===== src/rtl/led_serial_tx.sv =====
// Serialises a WIDTH-bit LED pattern MSB-first onto sdata/sclk, then pulses latch
// so the external capture chain transfers the frame to its outputs.
module led_serial_tx #(
  parameter int unsigned WIDTH   = 8,
  parameter int unsigned CLK_DIV = 4
) (
  input  logic             clk,
  input  logic             reset,
  input  logic             start,
  input  logic [WIDTH-1:0] pattern,
  output logic             sdata,
  output logic             sclk,
  output logic             latch,
  output logic             busy,
  output logic             done
);

  localparam int unsigned DIV_W = (CLK_DIV > 1) ? $clog2(CLK_DIV) : 1;
  localparam int unsigned CNT_W = $clog2(WIDTH + 1);
  localparam logic [DIV_W-1:0] DIV_LAST = DIV_W'(CLK_DIV - 1);
  localparam logic [CNT_W-1:0] BIT_LAST = CNT_W'(WIDTH - 1);

  typedef enum logic [1:0] {
    IDLE,
    SHIFT,
    LATCH
  } state_t;

  state_t           state, state_d;
  logic [WIDTH-1:0] shreg, shreg_d;
  logic [DIV_W-1:0] div, div_d;
  logic [CNT_W-1:0] bit_cnt, bit_cnt_d;
  logic             sclk_d, latch_d, busy_d, done_d;

  // Zero fill drains the register to 0 by the end of SHIFT, so its MSB is
  // already the required idle/latch level of sdata.
  assign sdata = shreg[WIDTH-1];

  // State and registered outputs; reset aborts any frame in progress.
  always_ff @(posedge clk) begin
    if (!reset) begin
      state   <= IDLE;
      shreg   <= '0;
      div     <= '0;
      bit_cnt <= '0;
      sclk    <= 1'b0;
      latch   <= 1'b0;
      busy    <= 1'b0;
      done    <= 1'b0;
    end else begin
      state   <= state_d;
      shreg   <= shreg_d;
      div     <= div_d;
      bit_cnt <= bit_cnt_d;
      sclk    <= sclk_d;
      latch   <= latch_d;
      busy    <= busy_d;
      done    <= done_d;
    end
  end

  // Next-state and next-output logic; sclk itself marks which half of the bit period is running.
  always_comb begin
    state_d   = state;
    shreg_d   = shreg;
    div_d     = div;
    bit_cnt_d = bit_cnt;
    sclk_d    = sclk;
    latch_d   = latch;
    busy_d    = busy;
    done_d    = 1'b0;

    case (state)
      IDLE: begin
        sclk_d  = 1'b0;
        latch_d = 1'b0;
        busy_d  = 1'b0;
        if (start) begin
          shreg_d   = pattern;
          div_d     = '0;
          bit_cnt_d = '0;
          busy_d    = 1'b1;
          state_d   = SHIFT;
        end
      end

      SHIFT: begin
        if (div == DIV_LAST) begin
          div_d = '0;
          if (!sclk) begin
            sclk_d = 1'b1;
          end else begin
            sclk_d    = 1'b0;
            shreg_d   = shreg << 1;
            bit_cnt_d = bit_cnt + CNT_W'(1);
            if (bit_cnt == BIT_LAST) begin
              latch_d = 1'b1;
              state_d = LATCH;
            end
          end
        end else begin
          div_d = div + DIV_W'(1);
        end
      end

      LATCH: begin
        if (div == DIV_LAST) begin
          div_d   = '0;
          latch_d = 1'b0;
          busy_d  = 1'b0;
          done_d  = 1'b1;
          state_d = IDLE;
        end else begin
          div_d = div + DIV_W'(1);
        end
      end

      default: begin
        state_d = IDLE;
      end
    endcase
  end

endmodule

===== config.mk =====
export PLATFORM = sky130hd
export DESIGN_NAME = led_serial_tx
export DESIGN_NICKNAME = d
export VERILOG_FILES = /design/src/rtl/led_serial_tx.sv
export SDC_FILE = /design/constraint.sdc
export NUM_CORES = 1
export LEC_CHECK = 0
export CORE_MARGIN = 2
export CORE_UTILIZATION = 56
export DETAILED_ROUTE_END_ITERATION = 7
export GPL_TIMING_DRIVEN = 0
export PLACE_DENSITY = 0.91
export SLEW_MARGIN = 40
export SYNTH_ARGS = -nofsm -noshare
export SYNTH_HDL_FRONTEND = slang
export SYNTH_SLANG_ARGS = --single-unit

===== constraint.sdc =====
create_clock -name clk -period 4.9 [get_ports clk]
set_input_delay 1.225 -clock clk [delete_from_list [all_inputs] [get_ports clk]]
set_output_delay 1.225 -clock clk [all_outputs]
set_load 0.05 [all_outputs]

==> out/metrics.cfg, run 1 <==
[run_status]
outcome=finished, final reports clean

[finish]
finalInstanceArea_um2=1280
finalNonFillerCells=155
synthToLayoutAreaGrowth_pct=21.1
fin_util_pct=73.6
antennaDiodeCount=0
layout-drive-gt1-share_pct=10.8
nets=148

[placed_design]
gp_congestion=0.832
io_buffers=14
dp_slack_ns=2.05
placed_area_um2=1230
dp_hpwl_mm=1.67
placed_cells=151

[cts]
clk_pin_slew_ns=0.12
numCtsBuffers=3
postCtsSetupBuffers=0
root_buffer=clkbuf_4
cts.path.max_buffers=2
cts_tree=yes
postCtsResizedCells=0
clk_latency_ns=0.31
cts_sinks=20
hold_buffers=0
htree_levels=1

[run]
drv_cap=0

[timing]
whs_ns=0.473
setup_ws_ns=2.07
max_freq_ghz=0.354
worst_pin_slew_ns=0.581
fin_skew_ns=0.0134
maxSlewViolCount=0
setup-tns-final_ns=0
period_minus_slack_ns=2.83
timing.final.crit_share_pct=57.7
worst_slew_margin_rel_pct=61.2
finalHoldViolations=0
finalSetupViolations=0
rsz0062_at_grt=false

[die]
ios=16
dieHeight_um=47.5
start_util_pct=60.8
die_w_um=47.5
core_area_um2=1750
rows=15
die-area_um2=2260

[global_route]
grt_max_degree=13
track_usage_pct=24.7
grt_pass1_wl_mm=3.83
first_global_vias=840
grt_overflow=0
antenna_found_initial=0

[power]
leakagePower_nw=0.501
power_frac_clock_pct=18.0
internal_power_uw=456
switching_share_pct=39.5
p_sw_uw=298
pwr-share-seq_pct=31.5
p_comb_share_pct=50.5
power_uw=755
vdd_drop_max_mv=0.324
power.density_nw_per_um2=587

[critical_path]
critPathTopFamily=buffers and inverters
crit_required_ns=3.67
startpoint_type=flip-flop
crit_fanout=6
worstPathCellList=clkdlybuf4s50_1
cp_slowest_cell=clkdlybuf4s50_1
end_kind=primary output
critical_path_arrival_ns=1.60
crit_type=reg -> out
slowest_delay_ns=0.84
worst-path-buf-inv=1

[logic_synthesis]
ys.warnings.count=0
postSynthAreaPerCell_um2=9.47
synth.most_common_cell=dfxtp_1
async_flop_share_pct=0
yosys.area.top_type=dfxtp_1
syn-cell-area_um2=1060
synth_cell_types=37
synth.area.top_cells=dfxtp_1, mux2i_1, ha_1
synth_edf_count=0
postSynthCellCount=112
synthFlopType=dfxtp_1
synth_nets=129
synth_top_cell_area_share_pct=37.7
yosysSeqAreaShare_pct=37.7
synth-seq-cells=20
synth_common_cells=dfxtp_1, a21oi_1, mux2i_1, o21ai_0, a211oi_1

[route]
route.detailed.drc=0
dr.pass1.iters=4
drt_iter0_markers=18
wire_per_inst_um=14.7
routed_wl_mm=2.28
viasPerCell=6.10
vias=945
ant_nets=0

[worst_hold_path]
hp-class=reg -> reg

logic make-up after synthesis:
kind of cell	after synthesis	share of synthesized area (%)
AO/OA/AOI/OAI	38	23.2
AND/OR/NAND/NOR	27	17.1
flip-flops	20	37.7
buffers and inverters	11	5.42
multiplexers	9	8.61
adder cells (fa/ha/maj)	6	7.08
XOR/XNOR	1	0.826
state kept, by name, summed over array words and instances, names as in the netlist:
name,count
shreg,8
sclk,1
state,2
latch,1
bit_cnt,4
busy,1
div,2
done,1
power by group through the flow:
stage	Sequential [mW]	Clock [mW]	Combinational, mW
after floorplan	0.268	0	0.259
after global placement	0.238	0	0.359
after detailed placement	0.240	0	0.376
after CTS	0.237	0.137	0.379
after global routing	0.243	0.144	0.421
final	0.237	0.136	0.381
final cells by class:
type | count | area [µm²]
multi-input cells | 81 | 603
fillers | 141 | 460
flip-flops and latches | 20 | 400
repair buffers | 14 | 140
plain buffers | 6 | 38.8
well taps | 25 | 31.3
clock inverters | 1 | 30.0
clock buffers | 3 | 22.5
inverters | 5 | 18.8
per-layer routing:
layer  vias up  routed length (µm)  GRT usage, %
met5         -                   0             0
met4         0                  47          12.8
met3         4                  84          5.66
met2        22                1150          40.3
met1       460                 990          30.4
li1        459                   -             -
final timing paths:
check / cells past startpoint / slack [ns] / endpoint / start
worst max register to register: 6 / 3.07 / bit_cnt[3]$_SDFFE_PN0P_ / state[0]$_SDFFE_PN0P_
worst min register to register: 2 / 0.47 / latch$_SDFFE_PN0P_ / latch$_SDFFE_PN0P_
worst min-delay path: 2 / 0.47 / latch$_SDFFE_PN0P_ / latch$_SDFFE_PN0P_
worst max-delay path: 1 / 2.07 / sclk / sclk$_SDFFE_PN0P_
placed cells by master (no fill, tap or decap), types with 2 or more instances in the layout:
cell type         n
a21oi_1          14
nand3_1           3
a211oi_1          7
mux2i_1           8
ha_1              6
dfxtp_1          20
clkbuf_4          3
nor2_1            4
nand4b_1          3
nand4_1           2
and3_1            2
nand2b_1          2
inv_1             5
clkdlybuf4s50_1  14
o21ai_0           8
nand3b_1          4
buf_4             2
No activity file was read; power rests on OpenSTA's default activity.
==> inputs of run 2 (changes only) <==
--- a/config.mk
+++ b/config.mk
@@ -6,10 +6,10 @@
 export NUM_CORES = 1
 export LEC_CHECK = 0
 export CORE_MARGIN = 2
-export CORE_UTILIZATION = 56
+export CORE_UTILIZATION = 47
 export DETAILED_ROUTE_END_ITERATION = 7
 export GPL_TIMING_DRIVEN = 0
-export PLACE_DENSITY = 0.91
+export PLACE_DENSITY = 0.83
 export SLEW_MARGIN = 40
 export SYNTH_ARGS = -nofsm -noshare
 export SYNTH_HDL_FRONTEND = slang
==> constraint.sdc (replaced) <==
create_clock -name clk -period 2.6 [get_ports clk]
set_input_delay 0.65 -clock clk [delete_from_list [all_inputs] [get_ports clk]]
set_output_delay 0.65 -clock clk [all_outputs]
set_load 0.05 [all_outputs]
==> out/metrics.cfg, run 2 (synthesis results as in run 1) <==
[die]
ios=16  ; unchanged
start_util_pct=48.9  ; -12 points
dieHeight_um=51.5  ; +8.4%
die_w_um=51.5  ; +8.4%
rows=17  ; +2
die-area_um2=2650  ; +17%
core_area_um2=2170  ; +24%

[critical_path]
cp_slowest_cell=clkdlybuf4s50_1
crit_type=reg -> out
startpoint_type=flip-flop
crit_required_ns=1.95  ; -1.72 ns
r2r_slack_ns=0.84  ; -2.23 ns
worst-path-buf-inv=1  ; unchanged
slowest_delay_ns=0.85  ; about the same
critical_path_arrival_ns=1.62  ; +0.02 ns
end_kind=primary output
crit_fanout=6  ; unchanged
worstPathCellList=clkdlybuf4s50_1
critPathTopFamily=buffers and inverters

[cts]
clk_pin_slew_ns=0.12  ; about the same
postCtsResizedCells=0  ; unchanged
hold_buffers=0  ; unchanged
clk_latency_ns=0.30  ; about the same
postCtsSetupBuffers=0  ; unchanged
numCtsBuffers=3  ; unchanged
cts_tree=yes
root_buffer=clkbuf_4
cts_sinks=20  ; unchanged
cts.path.max_buffers=2  ; unchanged
htree_levels=1  ; unchanged

[worst_hold_path]
hp-class=reg -> reg

[finish]
antennaDiodeCount=0  ; unchanged
finalInstanceArea_um2=1290  ; +0.29%
largest_register=shreg
largestRegisters=shreg: 8 flops, bit_cnt: 4 flops
nets=148  ; unchanged
largest_reg_flops=8  ; unchanged
mostFrequentLayoutCells=dfxtp_1, a21oi_1, clkdlybuf4s50_1
final_common_cell=dfxtp_1
layout-drive-gt1-share_pct=10.8  ; unchanged
synthToLayoutAreaGrowth_pct=21.5

[timing]
rsz0062_at_grt=false
max_freq_ghz=0.441
worst_pin_slew_ns=0.507  ; -0.0737 ns
finalHoldViolations=0  ; unchanged
finalSetupViolations=0  ; unchanged
maxSlewViolCount=0  ; unchanged
setup-tns-final_ns=0  ; unchanged
timing.final.crit_share_pct=87.2
period_minus_slack_ns=2.27
setup_ws_ns=0.334  ; -1.74 ns
fin_skew_ns=0.00483  ; -0.00859 ns
worst_slew_margin_rel_pct=66.1  ; +4.9 points
whs_ns=0.482  ; +0.00891 ns

[route]
drt_iter0_markers=16  ; -2
wire_per_inst_um=15.0  ; +1.9%
dr.pass1.iters=4  ; unchanged
m1WireLength_mm=1.05  ; +6.5%
dr_wl_met3_um=76  ; -9.5%
highest_layer=met4
vias=906  ; -4.1%
routed_wl_mm=2.36  ; +3.9%
viasPerCell=5.73  ; -5.9%
wl_met2_mm=1.22  ; +6.0%
route.detailed.drc=0  ; unchanged
ant_nets=0  ; unchanged

[global_route]
track_usage_pct=19.0  ; -5.7 points
first_global_vias=853  ; +1.5%
grt_overflow=0  ; unchanged
grt_max_degree=13  ; unchanged
grt_pass1_wl_mm=3.81  ; -0.55%
antenna_found_initial=0  ; unchanged

[placed_design]
dp_slack_ns=0.379  ; -1.67 ns
gp_congestion=0.816  ; -1.9%
placed_area_um2=1240  ; +0.31%
dp_hpwl_mm=1.75  ; +4.8%
io_buffers=14  ; unchanged

[power]
power.density_nw_per_um2=1110  ; +88%
leakagePower_nw=0.501  ; unchanged
vdd_drop_max_mv=0.527  ; +63%

[run]
drv_cap=0  ; unchanged

[run_status]
outcome=finished, final reports clean

[run 2: metal layers]
metal / up-vias / track usage [%]
met1: 428 / 22.5
li1: 457 / -
met4: 0 / 4.82
met3: 2 / 3.74
met2: 19 / 35.0
met5: - / 0
[run 2: where the power goes]
group	total (mW)	internal, mW	switching [mW]
sequential	0.448	0.394	0.0540
clock	0.256	0.156	0.100
combinational	0.720	0.309	0.411
[run 2: stage by stage]
stage / util, % / power [mW] / cells
finish: 59.4 / 1.42 / 158
detailed placement: 57.0 / 1.17 / 154
global placement: 57.0 / 1.13 / 154
CTS: 59.4 / 1.43 / 158
global route: 59.4 / 1.51 / 158
floorplan: - / 0.993 / 112
[run 2: area by class of cell]
cell class / count / area (µm²)
multi-input combinational: 81 / 603
fill: 209 / 881
clock inverter: 1 / 30.0
tap: 28 / 35.0
inverter: 5 / 18.8
buffer: 6 / 38.8
timing repair buffer: 14 / 140
clock buffer: 3 / 22.5
sequential: 20 / 400
[run 2: path summary, 6_finish.rpt]
check,startpoint,to,cells after the start
worst min-delay path,latch$_SDFFE_PN0P_,latch$_SDFFE_PN0P_,2
worst min register to register,latch$_SDFFE_PN0P_,latch$_SDFFE_PN0P_,2
worst max-delay path,sclk$_SDFFE_PN0P_,sclk,1
worst max register to register,state[1]$_SDFFE_PN0P_,bit_cnt[3]$_SDFFE_PN0P_,6
==> inputs of run 3 (changes only) <==
--- a/config.mk
+++ b/config.mk
@@ -6,11 +6,11 @@
 export NUM_CORES = 1
 export LEC_CHECK = 0
 export CORE_MARGIN = 2
-export CORE_UTILIZATION = 47
+export CORE_UTILIZATION = 52
 export DETAILED_ROUTE_END_ITERATION = 7
 export GPL_TIMING_DRIVEN = 0
-export PLACE_DENSITY = 0.83
-export SLEW_MARGIN = 40
+export PLACE_DENSITY = 0.86
+export SLEW_MARGIN = 15
 export SYNTH_ARGS = -nofsm -noshare
 export SYNTH_HDL_FRONTEND = slang
 export SYNTH_SLANG_ARGS = --single-unit
==> constraint.sdc (replaced) <==
create_clock -name clk -period 2.35 [get_ports clk]
set_input_delay 0.5875 -clock clk [delete_from_list [all_inputs] [get_ports clk]]
set_output_delay 0.5875 -clock clk [all_outputs]
set_load 0.05 [all_outputs]
==> out/metrics.cfg, run 3 (synthesis results as in run 1) <==
[timing]
maxSlewViolCount=0  ; unchanged
worst_slew_margin_rel_pct=64.7  ; -1.4 points
timing.final.crit_share_pct=93.8
rsz0062_at_grt=false
finalHoldViolations=0  ; unchanged
worst_pin_slew_ns=0.528  ; +0.0215 ns
max_freq_ghz=0.454
fin_skew_ns=0.00272  ; -0.00210 ns
period_minus_slack_ns=2.20
finalSetupViolations=0  ; unchanged
setup-tns-final_ns=0  ; unchanged

[run]
drv_cap=0  ; unchanged

[critical_path]
critPathTopFamily=buffers and inverters
r2r_slack_ns=0.59  ; -0.25 ns
reg2reg_depth=6  ; unchanged
crit_type=reg -> out
crit_fanout=6  ; unchanged
worstPathCellList=clkdlybuf4s50_1
critical_path_arrival_ns=1.62  ; about the same
cp_slowest_cell=clkdlybuf4s50_1
end_kind=primary output
crit_required_ns=1.76  ; -0.19 ns
startpoint=sclk$_SDFFE_PN0P_
startpoint_type=flip-flop
r2r_start=state[0]$_SDFFE_PN0P_
slowest_delay_ns=0.84  ; about the same
worstReg2RegEnd=bit_cnt[3]$_SDFFE_PN0P_
worst-path-buf-inv=1  ; unchanged

[finish]
largestRegisters=shreg: 8 flops, bit_cnt: 4 flops
mostFrequentLayoutCells=dfxtp_1, a21oi_1, clkdlybuf4s50_1
finalNonFillerCells=157  ; -0.63%
largest_register=shreg
nets=148  ; unchanged
antennaDiodeCount=0  ; unchanged
synthToLayoutAreaGrowth_pct=19.8
largest_reg_flops=8  ; unchanged
layout-drive-gt1-share_pct=10.8  ; unchanged
final_common_cell=dfxtp_1

[power]
power.density_nw_per_um2=1180  ; +6.5%
vdd_drop_max_mv=0.758  ; +44%
leakagePower_nw=0.494  ; -1.4%

[route]
viasPerCell=5.86  ; +2.2%
dr.pass1.iters=4  ; unchanged
route.detailed.drc=0  ; unchanged
drt_iter0_markers=21  ; +5
routed_wl_mm=2.31  ; -2.4%
wire_per_inst_um=14.7  ; -1.8%
vias=920  ; +1.5%
ant_nets=0  ; unchanged

[die]
die-area_um2=2420  ; -8.9%
rows=16  ; -1
start_util_pct=54.6  ; +5.7 points
dieHeight_um=49.2  ; -4.5%
core_area_um2=1940  ; -10%
die_w_um=49.2  ; -4.5%
ios=16  ; unchanged

[placed_design]
io_buffers=14  ; unchanged
gp_congestion=0.788  ; -3.3%
dp_hpwl_mm=1.67  ; -4.9%
placed_cells=153  ; -0.65%

[global_route]
antenna_found_initial=0  ; unchanged
use_met3_pct=2.76  ; -0.97 points
grt_overflow=0  ; unchanged
track_usage_pct=20.1  ; +1.1 points
busiest_layer=met2
grt_util_met2_pct=37.4  ; +2.3 points
grt_max_degree=12  ; -1
first_global_vias=875  ; +2.6%
grt_use_met1_pct=22.2  ; -0.28 points
grt_pass1_wl_mm=3.78  ; -0.71%

[cts]
postCtsResizedCells=0  ; unchanged
postCtsSetupBuffers=0  ; unchanged
clk_latency_ns=0.31  ; about the same
cts_sinks=20  ; unchanged
hold_buffers=0  ; unchanged
cts.path.max_buffers=2  ; unchanged
root_buffer=clkbuf_4
htree_levels=1  ; unchanged
clk_pin_slew_ns=0.12  ; about the same
numCtsBuffers=3  ; unchanged
cts_tree=yes

[worst_hold_path]
hp-class=reg -> reg
min_path_cells=2  ; unchanged
min-delay-start=busy$_SDFFE_PN0P_
hold_end=busy$_SDFFE_PN0P_

[run_status]
outcome=finished, final reports clean

run 3: cell types whose count changed in the layout (fill, tap and decap cells not counted):
cell and delta:
bufinv_16 -1, clkbuf_8 +1
run 3: worst max path at each step:
stage,slack (ns),endpoint,depth (start not counted)
floorplan,0.82,bit_cnt[2]$_SDFFE_PN0P_,6
global placement,0.21,bit_cnt[3]$_SDFFE_PN0P_,4
detailed placement,0.18,shreg[5]$_SDFFE_PN0P_,4
CTS,0.14,sclk,1
global route,0.09,sclk,1
finish,0.15,sclk,1
run 3: through the flow:
step | utilization (%) | worst slack (ns) | total power [mW] | hold WS [ns] | cell area (µm²)
CTS | 65.5 | 0.144 | 1.49 | 0.481 | 1270
floorplan | - | 0.818 | 1.10 | 0.449 | 1060
detailed placement | 63.6 | 0.179 | 1.29 | 0.464 | 1230
global route | 65.5 | 0.0897 | 1.59 | 0.494 | 1270
finish | 65.5 | 0.146 | 1.50 | 0.480 | 1270
global placement | 63.6 | 0.209 | 1.25 | 0.444 | 1230
run 3: layout make-up:
type	instances	area, µm²
sequential	20	400
fill	174	671
multi-input combinational	81	603
buffer	6	38.8
timing repair buffer	14	140
clock buffer	4	36.3
tap	27	33.8
inverter	5	18.8
run 3: routing by layer:
layer / vias to the layer above / share of wire, %
met5: - / 0
met4: 0 / 1.8
met3: 5 / 4.3
met2: 27 / 50
met1: 432 / 44
li1: 456 / -
run 3: power by group:
| group | internal (mW) | switching [mW] |
|---|---|---|
| Sequential | 0.436 | 0.0586 |
| Clock | 0.0948 | 0.114 |
| Combinational | 0.341 | 0.451 |
| Total | 0.872 | 0.624 |
